<file path="src/rtl/mem_req_responder.sv">
`default_nettype none
// ============================================================================
//  Module   : mem_req_responder
//  Purpose  : Responder for the CPU instruction/data request handshake.
//             Arbitrates the I and D requesters onto one single-ported RAM
//             (data has priority), waits for ram_rdy, captures load data and
//             returns exactly one registered hit pulse per completed access.
//  Revision : 1.0  initial release
// ----------------------------------------------------------------------------
//  Ports
//    CLK       in   1   clock, rising edge
//    nRST      in   1   asynchronous active-low reset
//    iREN      in   1   instruction read request (level, held until ihit)
//    iaddr     in   AW  instruction byte address
//    dREN      in   1   data read request (level, held until dhit)
//    dWEN      in   1   data write request (level, held until dhit)
//    daddr     in   AW  data byte address
//    dstore    in   DW  data write value
//    ihit      out  1   one-cycle pulse, instruction access complete
//    dhit      out  1   one-cycle pulse, data access complete
//    iload     out  DW  instruction word, held until next I completion
//    dload     out  DW  data read word, held until next D read completion
//    ramREN    out  1   RAM read enable   (registered)
//    ramWEN    out  1   RAM write enable  (registered)
//    ramaddr   out  AW  RAM address       (registered)
//    ramstore  out  DW  RAM write data    (registered)
//    ramload   in   DW  RAM read data, valid with ram_rdy
//    ram_rdy   in   1   RAM access completes this cycle
//    err       out  1   sticky timeout-abort flag, cleared only by reset
// ============================================================================
module mem_req_responder #(
  parameter int unsigned AW      = 32,
  parameter int unsigned DW      = 32,
  parameter int unsigned TIMEOUT = 255
) (
  input  logic          CLK,
  input  logic          nRST,
  input  logic          iREN,
  input  logic [AW-1:0] iaddr,
  input  logic          dREN,
  input  logic          dWEN,
  input  logic [AW-1:0] daddr,
  input  logic [DW-1:0] dstore,
  output logic          ihit,
  output logic          dhit,
  output logic [DW-1:0] iload,
  output logic [DW-1:0] dload,
  output logic          ramREN,
  output logic          ramWEN,
  output logic [AW-1:0] ramaddr,
  output logic [DW-1:0] ramstore,
  input  logic [DW-1:0] ramload,
  input  logic          ram_rdy,
  output logic          err
);

  // Wait counter only needs to reach TIMEOUT-1; keep at least one bit so a
  // disabled timeout (TIMEOUT=0) still elaborates cleanly.
  localparam int unsigned   CW      = (TIMEOUT < 2) ? 1 : $clog2(TIMEOUT + 1);
  localparam logic          TO_EN   = (TIMEOUT != 0);
  localparam logic [CW-1:0] TO_LAST = CW'((TIMEOUT > 0) ? (TIMEOUT - 1) : 0);

  typedef enum logic [1:0] {
    S_IDLE = 2'd0,
    S_DACC = 2'd1,
    S_IACC = 2'd2,
    S_RESP = 2'd3
  } state_t;

  state_t          state_q,    state_d;
  logic            ihit_q,     ihit_d;
  logic            dhit_q,     dhit_d;
  logic [DW-1:0]   iload_q,    iload_d;
  logic [DW-1:0]   dload_q,    dload_d;
  logic            ramren_q,   ramren_d;
  logic            ramwen_q,   ramwen_d;
  logic [AW-1:0]   ramaddr_q,  ramaddr_d;
  logic [DW-1:0]   ramstore_q, ramstore_d;
  logic [CW-1:0]   cnt_q,      cnt_d;
  logic            err_q,      err_d;

  logic            dreq;
  logic            owner_req;
  logic            timeout_hit;

  assign dreq = dREN | dWEN;

  // The request that launched the in-flight access; dropping it aborts.
  assign owner_req = (state_q == S_DACC) ? dreq : iREN;

  // Counter holds the number of ram_rdy-less cycles already spent in the
  // access state, so this fires on the TIMEOUT-th waiting edge.
  assign timeout_hit = TO_EN && (cnt_q == TO_LAST);

  // --------------------------------------------------------------------------
  // Next-state and registered-output logic
  // --------------------------------------------------------------------------
  always_comb begin
    state_d    = state_q;
    ihit_d     = 1'b0;
    dhit_d     = 1'b0;
    iload_d    = iload_q;
    dload_d    = dload_q;
    ramren_d   = ramren_q;
    ramwen_d   = ramwen_q;
    ramaddr_d  = ramaddr_q;
    ramstore_d = ramstore_q;
    cnt_d      = cnt_q;
    err_d      = err_q;

    case (state_q)
      S_IDLE: begin
        if (dreq) begin
          // Data beats instruction; a simultaneous read+write is a write.
          state_d    = S_DACC;
          ramaddr_d  = daddr;
          ramstore_d = dstore;
          ramwen_d   = dWEN;
          ramren_d   = dREN & ~dWEN;
          cnt_d      = '0;
        end else if (iREN) begin
          state_d    = S_IACC;
          ramaddr_d  = iaddr;
          ramren_d   = 1'b1;
          ramwen_d   = 1'b0;
          cnt_d      = '0;
        end
      end

      S_DACC, S_IACC: begin
        if (!owner_req) begin
          // Requester withdrew: drop the access silently.
          state_d  = S_IDLE;
          ramren_d = 1'b0;
          ramwen_d = 1'b0;
        end else if (ram_rdy) begin
          // Completion takes precedence over a coincident timeout.
          state_d  = S_RESP;
          ramren_d = 1'b0;
          ramwen_d = 1'b0;
          if (state_q == S_DACC) begin
            dhit_d = 1'b1;
            if (ramren_q) begin
              dload_d = ramload;
            end
          end else begin
            ihit_d  = 1'b1;
            iload_d = ramload;
          end
        end else if (timeout_hit) begin
          state_d  = S_IDLE;
          ramren_d = 1'b0;
          ramwen_d = 1'b0;
          err_d    = 1'b1;
        end else if (TO_EN) begin
          cnt_d = cnt_q + 1'b1;
        end
      end

      // Hit is visible during this state; requests still asserted here
      // belong to the access just completed and are deliberately ignored.
      S_RESP: begin
        state_d = S_IDLE;
      end

      default: begin
        state_d  = S_IDLE;
        ramren_d = 1'b0;
        ramwen_d = 1'b0;
      end
    endcase
  end

  // --------------------------------------------------------------------------
  // State and output registers
  // --------------------------------------------------------------------------
  always_ff @(posedge CLK or negedge nRST) begin
    if (!nRST) begin
      state_q    <= S_IDLE;
      ihit_q     <= 1'b0;
      dhit_q     <= 1'b0;
      iload_q    <= '0;
      dload_q    <= '0;
      ramren_q   <= 1'b0;
      ramwen_q   <= 1'b0;
      ramaddr_q  <= '0;
      ramstore_q <= '0;
      cnt_q      <= '0;
      err_q      <= 1'b0;
    end else begin
      state_q    <= state_d;
      ihit_q     <= ihit_d;
      dhit_q     <= dhit_d;
      iload_q    <= iload_d;
      dload_q    <= dload_d;
      ramren_q   <= ramren_d;
      ramwen_q   <= ramwen_d;
      ramaddr_q  <= ramaddr_d;
      ramstore_q <= ramstore_d;
      cnt_q      <= cnt_d;
      err_q      <= err_d;
    end
  end

  assign ihit     = ihit_q;
  assign dhit     = dhit_q;
  assign iload    = iload_q;
  assign dload    = dload_q;
  assign ramREN   = ramren_q;
  assign ramWEN   = ramwen_q;
  assign ramaddr  = ramaddr_q;
  assign ramstore = ramstore_q;
  assign err      = err_q;

endmodule
`default_nettype wire
</file>
<file path="config.mk">
export PLATFORM = sky130hd
export DESIGN_NAME = mem_req_responder
export DESIGN_NICKNAME = d
export VERILOG_FILES = /design/src/rtl/mem_req_responder.sv
export SDC_FILE = /design/constraint.sdc
export NUM_CORES = 1
export LEC_CHECK = 0
export CAP_MARGIN = 20
export CORE_UTILIZATION = 38
export DETAILED_ROUTE_END_ITERATION = 8
export HOLD_SLACK_MARGIN = 0.03
export PLACE_DENSITY = 0.79
export SLEW_MARGIN = 15
export SYNTH_ARGS = -nofsm -noshare
export SYNTH_HDL_FRONTEND = slang
export SYNTH_SLANG_ARGS = --single-unit
</file>
<file path="constraint.sdc">
create_clock -name CLK -period 2.1 [get_ports CLK]
set_input_delay 0.21 -clock CLK [delete_from_list [all_inputs] [get_ports CLK]]
set_output_delay 0.21 -clock CLK [all_outputs]
set_load 0.005 [all_outputs]
</file>
[Word-level counts from Yosys, hierarchy flattened]
Cells that the tools add are included.
Word-level totals
  flip-flop bits (word level): 143
  bits of input ports: 134
  output and inout bits: 133
Operators by class
  $add $sub $neg: 1
  eq/ne operators: 9
  mux-type cells: 32
  bitwise logic cells: 5
  reductions and logical operators: 12
Operators by type and width (count)
  32-bit two-way mux: 2
  8-bit two-way mux: 5
  1-bit two-way mux: 16
  8-bit case mux with 2 select lines: 1
  2-bit two-way mux: 5
  5-bit AND reduction: 2
  8-bit by 1-bit adder with 8-bit output (second input constant): 1
  8-bit == test (second input constant): 1
  4-bit AND reduction: 2
  2-bit != test (second input constant): 3
  2-bit case mux with 3 select lines: 1
  2-bit AND reduction: 3
  2-bit == test (second input constant): 2
  4-bit != test (second input constant): 1
  1-bit case mux with 2 select lines: 2
  2-bit nonzero test: 2
  3-bit != test (second input constant): 1
  1-bit NOT: 3
  3-bit AND reduction: 1
  2-bit by 1-bit == test with 1-bit output (second input constant): 1
  2-bit zero test: 1
  2-bit OR reduction: 1
  1-bit bitwise AND: 1
  1-bit bitwise OR: 1

[Depth between registers and ports, before layout]
  word-level depth: 5
  mapped depth: 8
  depth with buffers taken out: 6

[Worst setup path before layout]
OpenSTA, ideal clock, no wires.
  path kind: flip-flop to flip-flop
  from: register state_q[0]
  to: register cnt_q[1]
  library setup time: 0.125 ns
  data arrival time: 2.166 ns
  required time: 1.975 ns
  path slack: -0.191 ns
  cell stages (with the launch flop): 9
  path buffers: 2
  period minus slack after synthesis: 2.291 ns
  cell sequence: dfrtp_1 > inv_1 > ha_1 > and2_1 > or3_1 > buf_2 > or3_1 > buf_2 > mux2_4
On the way
  cells in the longest elaborated chain, start to end: 4
Ends and longest elaborated chain
  start: declaration: RTL line 70  | state_t state_q, state_d;
  start signal: assignment: RTL line 191  | state_q <= state_d;
  2-bit by 1-bit == test with 1-bit output / 2-bit == test (equally long branches): RTL line 89, 111
  2-bit OR reduction / 1-bit two-way mux (equally long branches): RTL line 111, 89
  2-bit != test (no source line) / 2-bit nonzero test (equally long branches)
  5-bit AND reduction (no source line)
  end signal: assignment: RTL line 200  | cnt_q <= cnt_d;
  end: declaration: RTL line 79  | logic [CW-1:0] cnt_q, cnt_d;
Parallel ways exist; a longest one is shown, timed or not.
A chain may end at the register's enable or synchronous reset.

[Worst setup path in the final report]
  from: register state_q[1]
  to: register cnt_q[6]
The elaborated chain is that of the path after synthesis.

==> summary.md <==
Among all flip-flop cells after synthesis, the most frequent one is sky130_fd_sc_hd__dfrtp_1. Ranked by total cell area, the synthesized netlist is headed by sky130_fd_sc_hd__dfrtp_1 61%, sky130_fd_sc_hd__mux2_2 18%, sky130_fd_sc_hd__mux2i_1 5.9%, sky130_fd_sc_hd__o21ai_0 3.0%, sky130_fd_sc_hd__nand2_1 2.2%. The area growth from synthesis to layout is 63.8%. Internal power comes to 10.1 mW. The post-placement worst setup slack was -70.5 ps; the post-detailed-route wirelength per cell was 16.6 um. Setup repair after global routing could not meet its margin everywhere. Dividing the detail-routed via count by the number of cells gives 4.96. The first detailed-routing pass ran for 4 iterations.

The tools report the launch point of the worst reg-to-reg path as state_q[1]. The number of placed instances with taps included was 890; the storage element area was 0.00358 sq mm. The min-delay analysis places its worst path in the category primary input to asynchronous set/reset pin. Summed over all layers, the routed wires come to 15.3 mm. The die covers 0.0161 sq mm. For this design the top-level I/O count stands at 267. Clock latency on the worst-skew pair, taken at its later pin, is 420 ps. TritonCTS built the clock tree.

The count of buffers from port buffering is 266, and the routed length on met1 is 5.98 mm. The logs give 923 for the post-layout instance count excluding filler cells and 4580 for the routed via count. After layout, the worst path uses 98.6% of the clock period. The final layout net count was 863.

Counting flops with a built-in enable in the synthesized netlist gives 0. The initial antenna violation count was 0; the register share of total power was 33.7%. The worst setup path is captured at a flop.

On the final layout, the worst clock skew is 10.7 ps. In the routed design, unresolved DRC markers number 0. The tools report the via count of the first global-routing pass as 4721. Most common library cell in the layout ignoring fill and taps: sky130_fd_sc_hd__clkdlybuf4s50_1. 0 antenna diodes ended up in the layout.

The proportion of netlist area held by the largest area contributor came out at 60.6%. The slew at the pin with the worst max-slew slack was 515 ps. The largest total area in the synthesized netlist belongs to sky130_fd_sc_hd__dfrtp_1. Counting every net in the synthesized netlist gives 577. For this design the ratio of total power to cell area is 1470 mW/mm^2.

The post-synthesis async set-or-reset flop share was 100%. After layout, the minimum clock period comes to 2070 ps. The combinational share of power is 43.6%, and the summed negative setup slack over all endpoints is 0 ps.

Counting cells, the worst reg-to-reg path comes to 7. Wire segments on met3 add up to 1.07 mm in the final route. Once detail routing completed, the nets flagged for antenna violations numbered 0.

After detailed routing, the met2 layer carries 7.91 mm of wire. The part of the power in the clock network is 22.8%, and the proportion of layout cells with a drive suffix above 1 is 22.7%. Counting the buffers created by CTS gives 17.

The synthesis warning total came out at 0. For this run, the register share of the synthesized area comes to 60.6%. After detailed routing, no signal wire sits above met4. In this run the deepest clock path goes through 2 buffers. The number of failing setup endpoints in the final timing report was 0; the residual overflow from global routing was 0. Routability-driven placement finished with a final weighted congestion of 0.841. At the worst endpoint, the arrival time is 2400 ps. In the layout the commonest cells are 265 x sky130_fd_sc_hd__clkdlybuf4s50_1, 143 x sky130_fd_sc_hd__dfrtp_1, 96 x sky130_fd_sc_hd__mux2_2, 36 x sky130_fd_sc_hd__o21ai_0. The largest voltage drop on the vdd net was 0.722 mV; the synthesized area per cell was 13.5 sq um. The synthesized netlist contains 36 unique library cells. The width of the die is 127 um, and the area inside the core boundary is 0.0152 sq mm. The required time at the endpoint of the critical path is 2430 ps. The logs give 0 for the number of hold violations in the final report and 1154 for the filler cell count in the final layout.

The netlist area before placement was 0.00591 sq mm. Entering global routing, the biggest net connects 65 pins. The number of sinks driven by the clock tree was 143.

In this run, synthesis produced a sequential element count of 143. Based on the critical path, the design can be clocked at up to 483 MHz. After floorplanning, the core was divided into 45 placement rows.

The nature of the critical path startpoint was a flop. The synthesized netlist cell count is 437, and the violation count after the first detailed-routing iteration is 189. The startpoint-to-endpoint class of the critical path was flop to flop. The root buffer cell was sky130_fd_sc_hd__clkbuf_16. The floorplan step set the die height to 127 um. The run gives 11.1 mm as the post-DP HPWL. The maximum fanout encountered on the critical timing path is 5. For the total leakage power, the log shows 4.14 nW.

The worst reg2reg path endpoint was cnt_q[6]. The H-tree was split into 4 levels. In the final layout, the multi-input gates occupy 0.00227 sq mm. The switching power came out at 4.09 mW. The overall global routing resource usage is 19.5%. The run gives 30 ps as the flop-to-flop setup slack.

The initial utilization of the core area, before any placement, comes to 38.9%. The first global-routing pass estimated 24.0 mm of wire. In the post-route analysis, the smallest setup slack over all paths is 30.0 ps. Net switching is 28.7% of the power. Max-cap violations in this run came to 0. The run finished with clean final reports.

For the relative max-transition margin, the log shows 65.7%. The total count of max-transition violations in the final report was 0; the clock transition at the registers of the reported paths was 60 ps.
[worst max-delay path, cell delays in order, from the launching register on]
cell	delay (ps)
sky130_fd_sc_hd__dfrtp_1	400
sky130_fd_sc_hd__inv_2	120
sky130_fd_sc_hd__ha_4	230
sky130_fd_sc_hd__and2_4	150
sky130_fd_sc_hd__or3_4	340
sky130_fd_sc_hd__or3_4	390
sky130_fd_sc_hd__buf_4	160
sky130_fd_sc_hd__o211ai_1	180
[what timing repair did]
action	CTS	global route
gates cloned	0	0
gates resized for setup	2	4
hold buffers	1	0
endpoints found under the hold margin	50	0
setup buffers	0	1
endpoints found under the setup margin	5	5
[sequential cells by signal, indices dropped and copies added (netlist names)]
name / flops
cnt_q: 8
dhit: 1
dload: 32
err: 1
ihit: 1
iload: 32
ramREN: 1
ramWEN: 1
ramaddr: 32
ramstore: 32
state_q: 2
[layer usage]
layer,GRT usage [%],vias up
met3,5.99,30
li1,-,2124
met4,8.54,0
met1,21.8,2230
met2,34.4,196
met5,0,-
[power groups by stage]
stage	clock network, mW	logic (mW)	registers (mW)
floorplan	0	2.45	4.86
global placement	0	5.98	4.75
detailed placement	0	6.16	4.83
CTS	3.30	6.21	4.80
global route	3.42	6.68	4.98
finish	3.23	6.20	4.79
[cell type report]
type / instances / area share (%)
Sequential cell: 143 / 37.0
Timing Repair Buffer: 289 / 30.3
Multi-Input combinational cell: 266 / 23.5
Clock buffer: 22 / 5.00
Tap cell: 188 / 2.43
Clock inverter: 9 / 1.60
Inverter: 6 / 0.233
[cells in the mapped netlist, types with 3 or more instances]
cell type and number:
sky130_fd_sc_hd__buf_2 6, sky130_fd_sc_hd__mux2_2 96, sky130_fd_sc_hd__or3_1 3, sky130_fd_sc_hd__buf_1 3
sky130_fd_sc_hd__ha_1 6, sky130_fd_sc_hd__o211ai_1 4, sky130_fd_sc_hd__nand3b_1 5, sky130_fd_sc_hd__nand3_1 6
sky130_fd_sc_hd__nand2_1 35, sky130_fd_sc_hd__nand2b_1 3, sky130_fd_sc_hd__mux2i_1 35, sky130_fd_sc_hd__dfrtp_1 143
sky130_fd_sc_hd__a21oi_1 3, sky130_fd_sc_hd__o31ai_1 5, sky130_fd_sc_hd__and3_1 3, sky130_fd_sc_hd__nor2_1 5
sky130_fd_sc_hd__clkbuf_1 13, sky130_fd_sc_hd__o21ai_0 36, sky130_fd_sc_hd__inv_1 6
[per-stage QoR]
step / hold slack, ps / util (%) / power [mW] / cell area (sq um)
2_1_floorplan: -85.6 / - / 7.31 / 5940
3_3_place_gp: 197 / 59.2 / 10.7 / 9000
3_5_place_dp: 207 / 59.2 / 11.0 / 9000
4_1_cts: 328 / 63.5 / 14.3 / 9650
5_1_grt: 362 / 63.7 / 15.1 / 9680
6_report: 332 / 63.7 / 14.2 / 9680
[kinds of logic after synthesis]
kind of cell | synth area share, %
buf+inv | 1.91
fa+ha+maj | 1.27
flops | 60.6
compound gates | 5.57
mux | 24.5
simple gates | 6.21
[worst max-delay path by stage]
stage,cells past startpoint,to,startpoint
3_3_place_gp,5,cnt_q[1],dREN
5_1_grt,7,cnt_q[6],state_q[1]
3_5_place_dp,6,cnt_q[6],dREN
6_report,7,cnt_q[6],state_q[1]
4_1_cts,6,cnt_q[2],state_q[0]
2_1_floorplan,8,cnt_q[1],state_q[1]
Power figures use the tool's default switching activity.
